### config.mk
export PLATFORM = sky130hd
export DESIGN_NAME = draw_text_layer
export DESIGN_NICKNAME = d
export VERILOG_FILES = /design/src/rtl/draw_text_layer.sv
export SDC_FILE = /design/constraint.sdc
export NUM_CORES = 1
export LEC_CHECK = 0
export BUFFER_PORTS_ARGS = -buffer_cell sky130_fd_sc_hd__buf_4
export CORE_MARGIN = 2
export CORE_UTILIZATION = 46
export CTS_CLUSTER_SIZE = 14
export DETAILED_ROUTE_END_ITERATION = 6
export GPL_ROUTABILITY_DRIVEN = 0
export HOLD_SLACK_MARGIN = 0.02
export PLACE_DENSITY = 0.71
export SKIP_CTS_REPAIR_TIMING = 1
export SLEW_MARGIN = 20
export SYNTH_ARGS = -nofsm -noshare
export SYNTH_HDL_FRONTEND = slang
export SYNTH_SLANG_ARGS = --single-unit
### constraint.sdc
create_clock -name clk -period 4.14 [get_ports clk]
set_input_delay 0.207 -clock clk [delete_from_list [all_inputs] [get_ports clk]]
set_output_delay 0.207 -clock clk [all_outputs]
set_load 0.005 [all_outputs]
### src/rtl/draw_text_layer.sv
// draw_text_layer: scaled, frame-positioned, optionally blinking text overlay
// on the VGA bus. Drives a char-code/font ROM lookup and recolours rgb three
// clocks later using the registered ROM glyph row.
`ifndef VGA_BUS_SIZE
`define VGA_BUS_SIZE 36
`endif

module draw_text_layer #(
  parameter logic [11:0] TEXT_COLOUR  = 12'h0_2_9,
  parameter logic [11:0] BG_COLOUR    = 12'h0_0_0,
  parameter bit          BG_EN        = 1'b0,
  parameter int unsigned SCALE        = 1,
  parameter int unsigned TEXT_SIZE_X  = 16,
  parameter int unsigned TEXT_SIZE_Y  = 16,
  parameter logic [10:0] TEXT_POS_X   = 11'd50,
  parameter logic [10:0] TEXT_POS_Y   = 11'd50,
  parameter int unsigned BLINK_FRAMES = 30,
  localparam int unsigned XW = $clog2(TEXT_SIZE_X),
  localparam int unsigned YW = $clog2(TEXT_SIZE_Y)
) (
  input  logic                     clk,
  input  logic                     rst,
  input  logic                     text_en,
  input  logic                     blink_en,
  input  logic [10:0]              pos_x,
  input  logic [10:0]              pos_y,
  input  logic [7:0]               char_pixels,
  input  logic [`VGA_BUS_SIZE-1:0] vga_bus_in,
  output logic [`VGA_BUS_SIZE-1:0] vga_bus_out,
  output logic [XW-1:0]            char_x,
  output logic [YW-1:0]            char_y,
  output logic [3:0]               char_line
);

  // Bus layout (MSB..LSB): hcount[10:0], hsync, vcount[10:0], vsync, rgb[11:0]
  localparam int unsigned W       = 8 * TEXT_SIZE_X * SCALE;
  localparam logic [13:0] W14     = 14'(W);
  localparam logic [2:0]  SX_MAX  = 3'(SCALE - 1);
  localparam logic [YW-1:0] ROW_MAX = YW'(TEXT_SIZE_Y - 1);
  localparam logic [7:0]  CNT_MAX = 8'(BLINK_FRAMES - 1);

  logic [10:0] hcount_in, vcount_in;
  logic [11:0] rgb2;
  assign hcount_in = vga_bus_in[35:25];
  assign vcount_in = vga_bus_in[23:13];

  // Frame-latched window position and blink state
  logic [10:0] px_q, py_q;
  logic [7:0]  cnt_q;
  logic        phase_q;

  // Horizontal counters (sub-pixel, bit, column)
  logic [2:0]    sx_q, sx_cur, sx_d;
  logic [2:0]    bit_q, bit_cur, bit_d;
  logic [XW-1:0] col_q, col_cur, col_d;

  // Vertical counters (sub-line, glyph line, row) and vertical window flag
  logic [2:0]    sy_q, sy_cur;
  logic [3:0]    ln_q, ln_cur;
  logic [YW-1:0] row_q, row_cur;
  logic          vv_q, vv_cur;

  // Pipeline registers
  logic [`VGA_BUS_SIZE-1:0] bus1_q, bus2_q, bus_out_q;
  logic                     win1_q, win2_q;
  logic [2:0]               bit1_q, bit2_q;
  logic                     ph1_q, ph2_q;
  logic [XW-1:0]            char_x_q;
  logic [YW-1:0]            char_y_q;
  logic [3:0]               char_line_q;

  logic        frame_start, line_start, v_hit, v_last, h_clr, h_in, in_win;
  logic        phase_cur;
  logic [10:0] px_eff, py_eff;
  logic [11:0] rgb_out;
  logic        glyph;

  // The frame-start pixel already uses the newly requested position
  always_comb begin
    frame_start = (hcount_in == '0) && (vcount_in == '0);
    line_start  = (hcount_in == '0);
    px_eff      = frame_start ? pos_x : px_q;
    py_eff      = frame_start ? pos_y : py_q;
    v_hit       = line_start && (vcount_in == py_eff);
    h_clr       = (hcount_in == px_eff);
    h_in        = ({3'b000, hcount_in} >= {3'b000, px_eff}) &&
                  ({3'b000, hcount_in} <  ({3'b000, px_eff} + W14));
    phase_cur   = (frame_start && (cnt_q == CNT_MAX)) ? ~phase_q : phase_q;
  end

  // Horizontal counters: value for the current pixel, and advance for the next
  always_comb begin
    sx_cur  = sx_q;
    bit_cur = bit_q;
    col_cur = col_q;
    if (h_clr) begin
      sx_cur  = '0;
      bit_cur = '0;
      col_cur = '0;
    end
    sx_d  = sx_cur + 3'd1;
    bit_d = bit_cur;
    col_d = col_cur;
    if (sx_cur == SX_MAX) begin
      sx_d  = '0;
      bit_d = bit_cur + 3'd1;
      if (bit_cur == 3'd7) col_d = col_cur + XW'(1);
    end
  end

  // Vertical counters step once per line; v_valid opens on the py line only
  always_comb begin
    sy_cur  = sy_q;
    ln_cur  = ln_q;
    row_cur = row_q;
    vv_cur  = vv_q;
    v_last  = (sy_q == SX_MAX) && (ln_q == 4'd15) && (row_q == ROW_MAX);
    if (v_hit) begin
      sy_cur  = '0;
      ln_cur  = '0;
      row_cur = '0;
      vv_cur  = 1'b1;
    end else if (line_start) begin
      if (frame_start || v_last) vv_cur = 1'b0;
      if (sy_q == SX_MAX) begin
        sy_cur = '0;
        if (ln_q == 4'd15) begin
          ln_cur  = '0;
          row_cur = row_q + YW'(1);
        end else begin
          ln_cur = ln_q + 4'd1;
        end
      end else begin
        sy_cur = sy_q + 3'd1;
      end
    end
    in_win = h_in && vv_cur;
  end

  // Frame-level state: position latch and blink frame counter
  always_ff @(posedge clk) begin
    if (rst) begin
      px_q    <= TEXT_POS_X;
      py_q    <= TEXT_POS_Y;
      cnt_q   <= '0;
      phase_q <= 1'b0;
    end else if (frame_start) begin
      px_q    <= pos_x;
      py_q    <= pos_y;
      cnt_q   <= (cnt_q == CNT_MAX) ? 8'd0 : cnt_q + 8'd1;
      phase_q <= phase_cur;
    end
  end

  // Counter state registers
  always_ff @(posedge clk) begin
    if (rst) begin
      sx_q  <= '0;
      bit_q <= '0;
      col_q <= '0;
      sy_q  <= '0;
      ln_q  <= '0;
      row_q <= '0;
      vv_q  <= 1'b0;
    end else begin
      sx_q  <= sx_d;
      bit_q <= bit_d;
      col_q <= col_d;
      sy_q  <= sy_cur;
      ln_q  <= ln_cur;
      row_q <= row_cur;
      vv_q  <= vv_cur;
    end
  end

  // Output-stage pixel decision using the registered ROM row
  always_comb begin
    rgb2    = bus2_q[11:0];
    glyph   = text_en && char_pixels[3'd7 - bit2_q] && (!blink_en || !ph2_q);
    rgb_out = rgb2;
    if (win2_q) begin
      if (glyph)      rgb_out = TEXT_COLOUR;
      else if (BG_EN) rgb_out = BG_COLOUR;
    end
  end

  // Three-stage bus pipeline with the window flag and bit index carried along
  always_ff @(posedge clk) begin
    if (rst) begin
      bus1_q      <= '0;
      bus2_q      <= '0;
      bus_out_q   <= '0;
      win1_q      <= 1'b0;
      win2_q      <= 1'b0;
      bit1_q      <= '0;
      bit2_q      <= '0;
      ph1_q       <= 1'b0;
      ph2_q       <= 1'b0;
      char_x_q    <= '0;
      char_y_q    <= '0;
      char_line_q <= '0;
    end else begin
      bus1_q      <= vga_bus_in;
      win1_q      <= in_win;
      bit1_q      <= bit_cur;
      ph1_q       <= phase_cur;
      char_x_q    <= in_win ? col_cur : '0;
      char_y_q    <= in_win ? row_cur : '0;
      char_line_q <= in_win ? ln_cur  : '0;
      bus2_q      <= bus1_q;
      win2_q      <= win1_q;
      bit2_q      <= bit1_q;
      ph2_q       <= ph1_q;
      bus_out_q   <= {bus2_q[35:12], rgb_out};
    end
  end

  assign vga_bus_out = bus_out_q;
  assign char_x      = char_x_q;
  assign char_y      = char_y_q;
  assign char_line   = char_line_q;

endmodule

### After elaboration in Yosys (flattened, before gate mapping)

Cells that the tools add are included.

| word-level totals | value |
|---|---|
| output and inout port bits | 48 |
| bits in registers | 183 |
| word-level logic and storage cells | 89 |
| input port bits | 70 |

| cells by class | value |
|---|---|
| muxes and demuxes | 26 |
| add/subtract/negate cells | 9 |
| order comparisons | 3 |
| bitwise logic cells | 2 |
| reductions and logical operators | 20 |
| eq/ne operators | 6 |

Operator list:

| cell | number |
|---|---|
| two-way mux 4 bit | 11 |
| two-way mux 12 bit | 2 |
| equality test 11 bit | 2 |
| logical NOT 11 bit | 2 |
| two-way mux 11 bit | 2 |
| adder 11 x 8 -> 12 bit, second input constant | 1 |
| adder 4 x 1 -> 4 bit, second input constant | 3 |
| < comparator 11 x 12 -> 1 bit | 1 |
| two-way mux 3 bit | 4 |
| >= comparator 11 bit | 1 |
| adder 3 x 1 -> 3 bit, second input constant | 3 |
| logical AND 1 bit | 9 |
| adder 8 x 1 -> 8 bit, second input constant | 1 |
| equality test 4 bit, second input constant | 2 |
| equality test 8 x 5 -> 1 bit, second input constant | 1 |
| two-way mux 8 bit | 1 |
| logical NOT 3 bit | 2 |
| OR reduction 2 bit | 3 |
| two-way mux 1 bit | 5 |
| < comparator 3 x 4 -> 1 bit, second input constant | 1 |
| binary-select mux 1 bit (select 3 bit) | 1 |
| equality test 3 bit, second input constant | 1 |
| subtractor 3 bit, first input constant | 1 |
| logical NOT 1 bit | 2 |
| 2 further kinds | 4 |

### Longest topological paths before layout

Gate-level depths: netlist of the first run.

| logic depth | value |
|---|---|
| depth after elaboration | 10 |
| gate-level depth with buffers | 20 |
| gate-level depth less buffers | 16 |

### Worst setup path after synthesis of the first run

Ideal clock, no wire load.

| timing path | value |
|---|---|
| path type | input port to flip-flop |
| from | input vga_bus_in[26] |
| to | register col_q[3] |
| data arrival time | 3,950 ps |
| stages on the path | 19 |
| slack | 63 ps |
| setup time | 128 ps |
| required time | 4,012 ps |
| path buffers | 4 |
| cell sequence | nor3_1 -> nand3_4 -> nor2_2 -> buf_6 -> clkbuf_1 -> clkbuf_1 -> nand2_1 -> nand2_1 -> ha_1 -> nand3_1 -> or4_1 -> clkbuf_1 -> nand2_1 -> ha_1 -> a21boi_1 -> nand2_1 -> nor3_1 -> xor2_1 -> nor2_1 |

| on the way | value |
|---|---|
| word-level cells in the longest chain between the ends | 8 |
| elaborated cells on any way between the ends | 12 |
| classes of those cells | add/sub: 1; eq/ne: 2; mux: 6; reduce/logical: 3 |

Ends and longest elaborated chain:

| item | line | text |
|---|---|---|
| start, declared | 28 | `` input logic [`VGA_BUS_SIZE-1:0] vga_bus_in, `` |
| logical NOT 11 bit (*) | 80 | `frame_start = (hcount_in == '0) && (vcount_in == '0);` |
| logical AND 1 bit (*) | 80 |  |
| two-way mux 11 bit (*) | -- |  |
| via px_eff[0] | 74 | `logic [10:0] px_eff, py_eff;` |
| equality test 11 bit (*) | 85 | `h_clr = (hcount_in == px_eff);` |
| two-way mux 4 bit / two-way mux 3 bit (equally long branches) | 96 | `if (h_clr) begin` |
| adder 4 x 1 -> 4 bit / equality test 3 bit (equally long branches) | 107 | `if (bit_cur == 3'd7) col_d = col_cur + XW'(1);` |
| two-way mux 4 bit | 107 |  |
| two-way mux 4 bit (*) | 104 | `if (sx_cur == SX_MAX) begin` |
| end signal, assigned | 168 | `col_q <= col_d;` |
| end, declared | 55 | `logic [XW-1:0] col_q, col_cur, col_d;` |

Mark *: on every way through the listed nets, which the timed path passes. The rest lies on a longest branch.
A chain may end at the register's enable or synchronous reset.

### Worst setup path in the final report of the first run

| timing path | value |
|---|---|
| from | input vga_bus_in[25] |
| to | register col_q[3] |

| on the way | value |
|---|---|
| word-level cells in the longest chain between the ends | 8 |
| elaborated cells on any way between the ends | 12 |
| classes of those cells | add/sub: 1; eq/ne: 2; mux: 6; reduce/logical: 3 |

Ends and longest elaborated chain:

| item | line |
|---|---|
| logical NOT 11 bit | 80 |
| logical AND 1 bit | 80 |
| two-way mux 11 bit | -- |
| equality test 11 bit (*) | 85 |
| two-way mux 4 bit / two-way mux 3 bit (equally long branches) | 96 |
| adder 4 x 1 -> 4 bit / equality test 3 bit (equally long branches) | 107 |
| two-way mux 4 bit | 107 |
| two-way mux 4 bit (*) | 104 |

Mark *: on every way between the ends. The rest lies on a longest branch, timed or not.

==> impl_metrics.tcl, run 1 <==
set metrics [dict create \
    synth_top_area_cell "dfxtp_1" \
    critical_path_peak_fanout 12 \
    fmax_ghz 0.276 \
    clock_path_buffers 2 \
    area_growth_syn_to_layout_pct 26.7 \
    r2r_end "col_q[3]$_SDFF_PP0_" \
    start_util_pct 47.1 \
    finalSetupViolations 0 \
    slew_headroom_pct 33.9 \
    syn_area_um2 6570 \
    crit_path_max_incr_delay_ps 690 \
    vias_per_cell 4.88 \
    fin_crit_ps 3620 \
    maxCapViolCount 0 \
    synth_top_area_share_pct 55.8 \
    clk-insertion-delay-late_ps 420 \
    tritoncts "built" \
    wire_per_inst_um 13.8 \
    fin_skew_ps 8.95 \
    critPathCaptureType "flop" \
    synthFlopType "dfxtp_1" \
    cts_made_buffers 17 \
    swShare_pct 23.1 \
    maxSlewViolCount 0 \
    r2r-start "px_q[9]$_SDFF_PP0_" \
    first_pass_iters 4 \
    worstSetupStartpoint "vga_bus_in[25]" \
    cp.arrival_ps 3890 \
    p_seq_share_pct 51.2 \
    hold_viol_final 0 \
    port_buffers 117 \
    synth_edf_count 0 \
    startpoint_type "primary input" \
    rrSetupSlack_ps 1080 \
    grt_max_degree 81 \
    ys_warn_count 0 \
    worst_slew_pin_slew_ps 984 \
    p_leak_nw 3.51 \
    slowest_stage "or4_1" \
    hold_path.class "in -> reg" \
    via_count 4642 \
    ir_drop_mv 0.303 \
    ios 118 \
    synthTopCellsByArea "dfxtp_1 (56%), nor2b_1 (9.7%), ha_1 (5.1%), nand2_1 (2.6%), mux2i_1 (2.6%)" \
    criticalPathCategory "in -> reg" \
    fin_crit_sh_pct 87.4 \
    setup_ws_ps 522 \
    ant_nets 0 \
    tns_ps 0 \
    clk_pin_slew_ps 70 \
    rsz0062_at_grt "no" \
    multi_input_area_um2 2680 \
    clock_power_share_pct 43.2 \
    p_sw_w 0.000820 \
    synth-seq-cells 183 \
    cp-endpoint "col_q[3]$_SDFF_PP0_" \
    fin_area_um2 8320 \
    grt_pass1_vias 4513 \
    dr.first_iter.drc_count 341 \
    ys_seq_area_share_pct 55.8 \
    holdWs_ps 19.3 \
    combPwrFrac_pct 5.6 \
    layout.nets 856 \
    grt_pass1_wl_um 21000 \
    globalRouteOverflowTotal 0 \
    synth_cells 629 \
    antenna_found_initial 0 \
    outcome "finished clean" \
    synth_nets 726 \
    register_area_um2 3660 \
    reg2reg_depth 11 \
    wl_um 13100 \
    diodes 0 \
    placed_area_um2 7610 \
    synth_commonest_cells "dfxtp_1 (183), nor2b_1 (102), nand2_1 (46)" \
    path_cells "buf_4, nor4_4, nand3_4, nor2_2, buf_4, mux2i_1, ha_1, nand3_1, or4_1, nand2_1, ha_1, a21boi_1, nand2_1, nor3_1, xor2_1, nor2_1" \
    fp.dieW_um 123 \
    synth_area_per_cell_um2 10.4 \
    power.total_w 0.00355 \
    powerDensity_nw_per_um2 427 \
    async_reset_ff_share_pct 0 \
    drc 0 \
    yosysMostFrequentCell "dfxtp_1" \
    required_ps 4410 \
    cts_max_level 4 \
    fill_cells 1180 \
    hpwl_um 9360 \
    p_int_w 0.00273 \
    clock_sinks 183 \
    die_y_um 123 \
    core-area_um2 13900 \
    ys_types 51 \
    grt_util_all_layers_pct 17.9 \
    cts_root_buffer "clkbuf_16" \
    die_area_um2 15200 \
    dpl_worst_slack_ps 99.3 \
    num_rows 43 \
    drive_above_1_share_pct 22.5 \
]
## worst min-delay path by stage
stage | from | endpoint | cells past startpoint
after floorplan | pos_y[4] | py_q[4]$_SDFF_PP1_ | 2
final | vga_bus_in[8] | bus1_q[8]$_SDFF_PP0_ | 2
after global routing | pos_y[4] | py_q[4]$_SDFF_PP1_ | 3
after global placement | bus2_q[6]$_SDFF_PP0_ | vga_bus_out[6]$_SDFF_PP0_ | 1
after detailed placement | bus2_q[8]$_SDFF_PP0_ | vga_bus_out[8]$_SDFF_PP0_ | 1
after CTS | vga_bus_in[4] | bus1_q[4]$_SDFF_PP0_ | 2
## placed cells by master (no fill, tap or decap), types with 8 or more instances in the layout
master         synthesis  routed
o21ai_0                8       8
nor2_1                28      28
nand2b_1               8       8
clkbuf_16              0      17
nor3_1                15      15
buf_4                  0     126
inv_1                 25      25
and2_1                11      11
dlygate4sd3_1          0      14
nor4_1                12      12
xor2_1                15      15
nand4_1               13      13
ha_1                  27      27
xnor2_1               13      13
mux2i_1               17      17
nand2_1               46      46
dfxtp_1              183     183
nor2b_1              102     102
a21oi_1               24      24
## layer usage
| metal | vias up | part of all wire (%) | global-route usage (%) |
|---|---|---|---|
| met5 | - | 0 | 0 |
| met4 | 0 | 1.3 | 6.32 |
| met3 | 14 | 5.5 | 5.49 |
| met2 | 102 | 49 | 30.2 |
| met1 | 2173 | 44 | 21.5 |
| li1 | 2353 | - | - |
## power by group through the flow
stage	sequential, W	clock, W	combinational [W]
2_1_floorplan	0.00185	0	0.0000890
3_3_place_gp	0.00186	0	0.000187
3_5_place_dp	0.00186	0	0.000190
4_1_cts	0.00182	0.00157	0.000192
5_1_grt	0.00182	0.00165	0.000221
6_report	0.00182	0.00153	0.000200
## worst max-delay path: cells and delay by family
| family | cells | cell delay, ps |
|---|---|---|
| and+or+nand+nor | 9 | 2100 |
| muxes | 1 | 430 |
| adders and majority gates | 2 | 430 |
| buffers and inverters | 2 | 320 |
| AOI/OAI and AO/OA | 1 | 210 |
| xor gates and xnor gates | 1 | 180 |
## per-stage QoR
step                instances  util (%)
floorplan                 629         -
global placement          906      54.6
detailed placement        906      54.6
CTS                       938      58.7
global route              952      59.7
finish                    952      59.7
## flip-flops by register name, indices dropped and copies added, names as in the netlist, 3 cells and up
signal / cells
col_q: 4
char_line: 4
bit_q: 3
row_q: 4
bus2_q: 36
bit1_q: 3
sy_q: 3
px_q: 11
sx_q: 3
char_x: 4
bus1_q: 36
py_q: 11
ln_q: 4
bit2_q: 3
vga_bus_out: 36
char_y: 4
cnt_q: 8
## kinds of logic (layout without fill, tap and decap cells)
family	Yosys count	in the layout	synth area share [%]
simple gates	261	261	22.9
flops	183	183	55.8
compound gates	56	56	5.64
buf+inv	54	197	3.37
xor+xnor	28	28	3.73
fa+ha+maj	27	27	5.14
mux	20	20	3.45
## layout make-up
| type | count | area share [%] |
|---|---|---|
| clock buffers | 18 | 5.28 |
| clock inverters | 14 | 1.53 |
| inverters | 25 | 1.13 |
| multi-input cells | 392 | 32.3 |
| flip-flops and latches | 183 | 44.0 |
| well taps | 180 | 2.71 |
| repair buffers | 140 | 13.1 |
Power figures use the tool's default switching activity.
==> inputs of run 2 (changes only) <==
- PLACE_DENSITY: 0.71 -> 0.81
==> run 2 against run 1 <==
Sequential share of layout area hardly changed; non-clock buffer count is 1 higher; setup slack better by 19 ps; largest power group unchanged.
==> impl_metrics.tcl, run 2 (same netlist as run 1, synthesis figures left out) <==
set metrics [dict create \
    met3_usage_pct 5.17 \
    num_rows 43 \
    hpwl_um 9340 \
    fin_area_um2 8310 \
    grt_util_all_layers_pct 17.8 \
    path_delay_family "simple AND/OR/NAND/NOR gates" \
    grt_pass1_vias 4393 \
    ir_drop_mv 0.349 \
    diodes 0 \
    rsz0062_at_grt "no" \
    tritoncts "built" \
    stdcell_count 953 \
    hold_path.class "in -> reg" \
    cts_max_level 4 \
    slowest_stage "or4_1" \
    use_met1_pct 21.6 \
    mostFrequentLayoutCells "dfxtp_1 (183), buf_4 (128), nor2b_1 (102), nand2_1 (46), nor2_1 (28)" \
    die_area_um2 15200 \
    grt_most_used_layer "met2" \
    start_util_pct 47.1 \
    slew_headroom_pct 33.8 \
    worst_slew_pin_slew_ps 986 \
    fin_crit_ps 3600 \
    wire_per_inst_um 13.9 \
    power.total_w 0.00353 \
    hold_viol_final 0 \
    use_met2_pct 30.7 \
    drc 0 \
    crit_path_max_incr_delay_ps 730 \
    wl_um 13200 \
    dr.first_iter.drc_count 296 \
    cts_root_buffer "clkbuf_16" \
    port_buffers 117 \
    worstSetupStartpoint "vga_bus_in[25]" \
    ant_nets 0 \
    first_pass_iters 4 \
    critical_path_peak_fanout 12 \
    critPathCaptureType "flop" \
    ios 118 \
    cp.arrival_ps 3880 \
    tns_ps 0 \
    via_count 4634 \
    clk_pin_slew_ps 60 \
    outcome "finished clean" \
    layout.nets 857 \
    finalSetupViolations 0 \
    powerDensity_nw_per_um2 424 \
    clk-insertion-delay-late_ps 420 \
    grt_max_degree 75 \
    vias_per_cell 4.86 \
    final_common_cell "dfxtp_1" \
    startpoint_type "primary input" \
    required_ps 4420 \
    path_cells "buf_4, nor4_4, nand3_4, nor2_2, mux2i_1, inv_1, ha_1, or4_1, nand2_1, ha_1, a21boi_1, nand2_1, nor3_1, xor2_1, nor2_1" \
    drive_above_1_share_pct 22.4 \
    cts_made_buffers 17 \
    area_growth_syn_to_layout_pct 26.5 \
    fmax_ghz 0.278 \
    setup_ws_ps 540 \
    globalRouteOverflowTotal 0 \
    fin_crit_sh_pct 86.9 \
    die_y_um 123 \
    clock_path_buffers 2 \
    maxCapViolCount 0 \
    fp.dieW_um 123 \
    r2r-start "px_q[7]$_SDFF_PP0_" \
    fin_skew_ps 9.44 \
    clock_sinks 183 \
    antenna_found_initial 0 \
    min_from "vga_bus_in[8]" \
    crit_buf_inv 2 \
    dpl_worst_slack_ps 138 \
    core-area_um2 13900 \
    maxSlewViolCount 0 \
    placed_area_um2 7630 \
    grt_pass1_wl_um 20900 \
    placed_cells 908 \
    criticalPathCategory "in -> reg" \
    p_leak_nw 3.50 \
]
## run 2: changes by cell type in the layout (fill, tap and decap cells not counted)
cell           before  now
buf_4             126  128
bufinv_16           0    1
clkbuf_1            0    3
clkbuf_8            1    0
clkinv_4            0    3
dlygate4sd3_1      14   13
inv_8               6    0
## run 2: metrics by stage
stage / hold WS [ps] / util (%)
CTS: -16.8 / 58.7
global placement: 409 / 54.7
floorplan: 331 / -
finish: 26.7 / 59.6
detailed placement: 410 / 54.7
global route: 21.7 / 59.6
## run 2: final cells by class
cell class	count	area, um^2
Clock buffer	20	437
Clock inverter	12	116
Fill cell	1197	5630
Inverter	25	93.8
Multi-Input combinational cell	392	2680
Sequential cell	183	3660
Tap cell	180	225
Timing Repair Buffer	141	1090
## run 2: worst paths after layout
check	end	slack, ps	cells past startpoint
worst max-delay path	col_q[3]$_SDFF_PP0_	540	15
worst min-delay path	bus1_q[8]$_SDFF_PP0_	30	2
worst max register to register	col_q[3]$_SDFF_PP0_	1190	11
worst min register to register	vga_bus_out[8]$_SDFF_PP0_	430	1
## run 2: worst reg2reg max path: stages (launching register included)
cell      delay [ps]
dfxtp_1          320
mux2i_1          180
inv_1            100
ha_1             300
or4_1            730
nand2_1          180
ha_1             180
a21boi_1         220
nand2_1          150
nor3_1           240
xor2_1           160
nor2_1            50
## run 2: where the power goes
| part | internal (W) | switching [W] | total (W) | leakage (nW) |
|---|---|---|---|---|
| logic | 0.000109 | 0.0000920 | 0.000201 | 1.74 |
| registers | 0.00181 | 0.00000973 | 0.00182 | 1.49 |
| clock network | 0.000837 | 0.000672 | 0.00151 | 0.266 |
## run 2: per-layer routing
layer  vias up  part of all wire, %  routed length (um)
met3        10                  4.6                 611
met5         -                    0                   0
met1      2159                   44                5870
met2       113                   50                6610
li1       2352                    -                   -
met4         0                 0.98                 130
==> inputs of run 3 (changes only) <==
- BUFFER_PORTS_ARGS: -buffer_cell sky130_fd_sc_hd__buf_4 -> default
- DONT_BUFFER_PORTS: default -> 1
- PLACE_DENSITY: 0.81 -> 0.74
- TNS_END_PERCENT: default -> 100
==> run 3 against run 2 <==
Setup slack worse by 260 ps; highest routed layer is now met5; die area stayed put; first-iteration DRC count down 10%.
==> impl_metrics.tcl, run 3 (same netlist as run 1, synthesis figures left out) <==
set metrics [dict create \
    antenna_found_initial 2 \
    r2r-start "px_q[9]$_SDFF_PP0_" \
    num_rows 43 \
    slew_headroom_pct 31.7 \
    wl_um 14400 \
    grt_util_all_layers_pct 18.2 \
    via_count 4447 \
    clk-insertion-delay-late_ps 430 \
    drc 0 \
    area_growth_syn_to_layout_pct 19.2 \
    dr.first_iter.drc_count 266 \
    final_common_cell "dfxtp_1" \
    hold_end "px_q[10]$_SDFF_PP0_" \
    start_util_pct 47.1 \
    ir_drop_mv 0.262 \
    maxCapViolCount 0 \
    clock_sinks 183 \
    final_util_pct 56.2 \
    grt_pass1_vias 4252 \
    tritoncts "built" \
    cts_max_level 4 \
    layout.nets 773 \
    clk_pin_slew_ps 60 \
    port_buffers 0 \
    fin_area_um2 7830 \
    critical_path_peak_fanout 12 \
    core-area_um2 13900 \
    vias_per_cell 5.11 \
    fp.dieW_um 123 \
    hold_viol_final 0 \
    worst_slew_pin_slew_ps 1020 \
    wire_per_inst_um 16.5 \
    fmax_ghz 0.259 \
    placed_area_um2 6700 \
    grt_pass1_wl_um 20900 \
    r2r_end "col_q[3]$_SDFF_PP0_" \
    required_ps 4430 \
    holdPathStages 2 \
    placed_cells 784 \
    maxSlewViolCount 0 \
    hold_path.class "in -> reg" \
    rrSetupSlack_ps 960 \
    critPathCaptureType "flop" \
    p_leak_nw 3.08 \
    die_area_um2 15200 \
    mostFrequentLayoutCells "dfxtp_1 (183), nor2b_1 (102), dlygate4sd3_1 (52), nand2_1 (46), nor2_1 (28)" \
    fin_crit_sh_pct 93.2 \
    reg2reg_depth 11 \
    cp.arrival_ps 4150 \
    first_pass_iters 4 \
    fin_skew_ps 7.61 \
    clock_path_buffers 2 \
    drive_above_1_share_pct 7.55 \
    ant_nets 0 \
    die_y_um 123 \
    startpoint_type "primary input" \
    fill_cells 1129 \
    criticalPathCategory "in -> reg" \
    rsz0062_at_grt "no" \
    fin_crit_ps 3860 \
    grt_max_degree 157 \
    finalSetupViolations 0 \
    outcome "finished clean" \
    stdcell_count 870 \
    power.total_w 0.00354 \
    min_from "pos_x[10]" \
    cts_root_buffer "clkbuf_16" \
    ios 118 \
    hpwl_um 9230 \
    globalRouteOverflowTotal 0 \
    powerDensity_nw_per_um2 452 \
    cts_made_buffers 17 \
]
run 3: cell count changes in the layout (fill, tap and decap cells not counted), moves of 2 or more:
| cell | delta |
|---|---|
| clkbuf_1 | -2 |
| inv_6 | -2 |
| buf_4 | -124 |
| dlygate4sd3_1 | +39 |
| inv_8 | +3 |
run 3: power by group:
part | leakage (nW) | switching, W | internal [W]
Combinational | 1.30 | 0.0000687 | 0.0000830
Sequential | 1.49 | 0.0000126 | 0.00181
Clock | 0.286 | 0.000702 | 0.000865
Total | 3.08 | 0.000783 | 0.00275
run 3: final cells by class:
cell class,count,area (um^2),area share (%)
clock inverters,13,141,1.81
repair buffers,57,578,7.38
diodes,1,2.50,0.0320
flip-flops and latches,183,3660,46.8
inverters,25,93.8,1.20
clock buffers,19,443,5.66
well taps,180,225,2.88
multi-input cells,392,2680,34.3
run 3: critical path: stages:
cell	delay, ps
nor3_1	420
nand3_4	190
nor2_2	480
mux2i_1	490
ha_1	250
nand3_1	110
or4_1	710
nand2_1	190
ha_1	190
a21boi_1	220
nand2_1	140
nor3_1	260
xor2_1	210
nor2_1	70
run 3: worst max-delay path by stage:
| stage | slack (ps) | start | depth (start not counted) | end |
|---|---|---|---|---|
| 2_1_floorplan | 60 | vga_bus_in[26] | 19 | col_q[3]$_SDFF_PP0_ |
| 3_3_place_gp | 290 | vga_bus_in[26] | 14 | col_q[3]$_SDFF_PP0_ |
| 3_5_place_dp | -20 | vga_bus_in[26] | 14 | col_q[3]$_SDFF_PP0_ |
| 4_1_cts | 380 | vga_bus_in[26] | 14 | col_q[3]$_SDFF_PP0_ |
| 5_1_grt | 100 | vga_bus_in[26] | 14 | col_q[3]$_SDFF_PP0_ |
| 6_report | 280 | vga_bus_in[26] | 14 | col_q[3]$_SDFF_PP0_ |
run 3: routing by layer:
metal	wire length (um)	track usage (%)	part of all wire [%]
met5	13	0	0.090
met4	334	8.31	2.3
met3	982	7.89	6.8
met2	7140	30.6	50
met1	5910	19.7	41
run 3: through the flow:
step / hold WS, ps / TNS [ps] / setup slack, ps
after CTS: -174 / 0 / 377
after global placement: 288 / 0 / 288
after detailed placement: 288 / -17.3 / -17.3
after global routing: 54.1 / 0 / 98.4
final: 34.1 / 0 / 283
after floorplan: 331 / 0 / 62.8
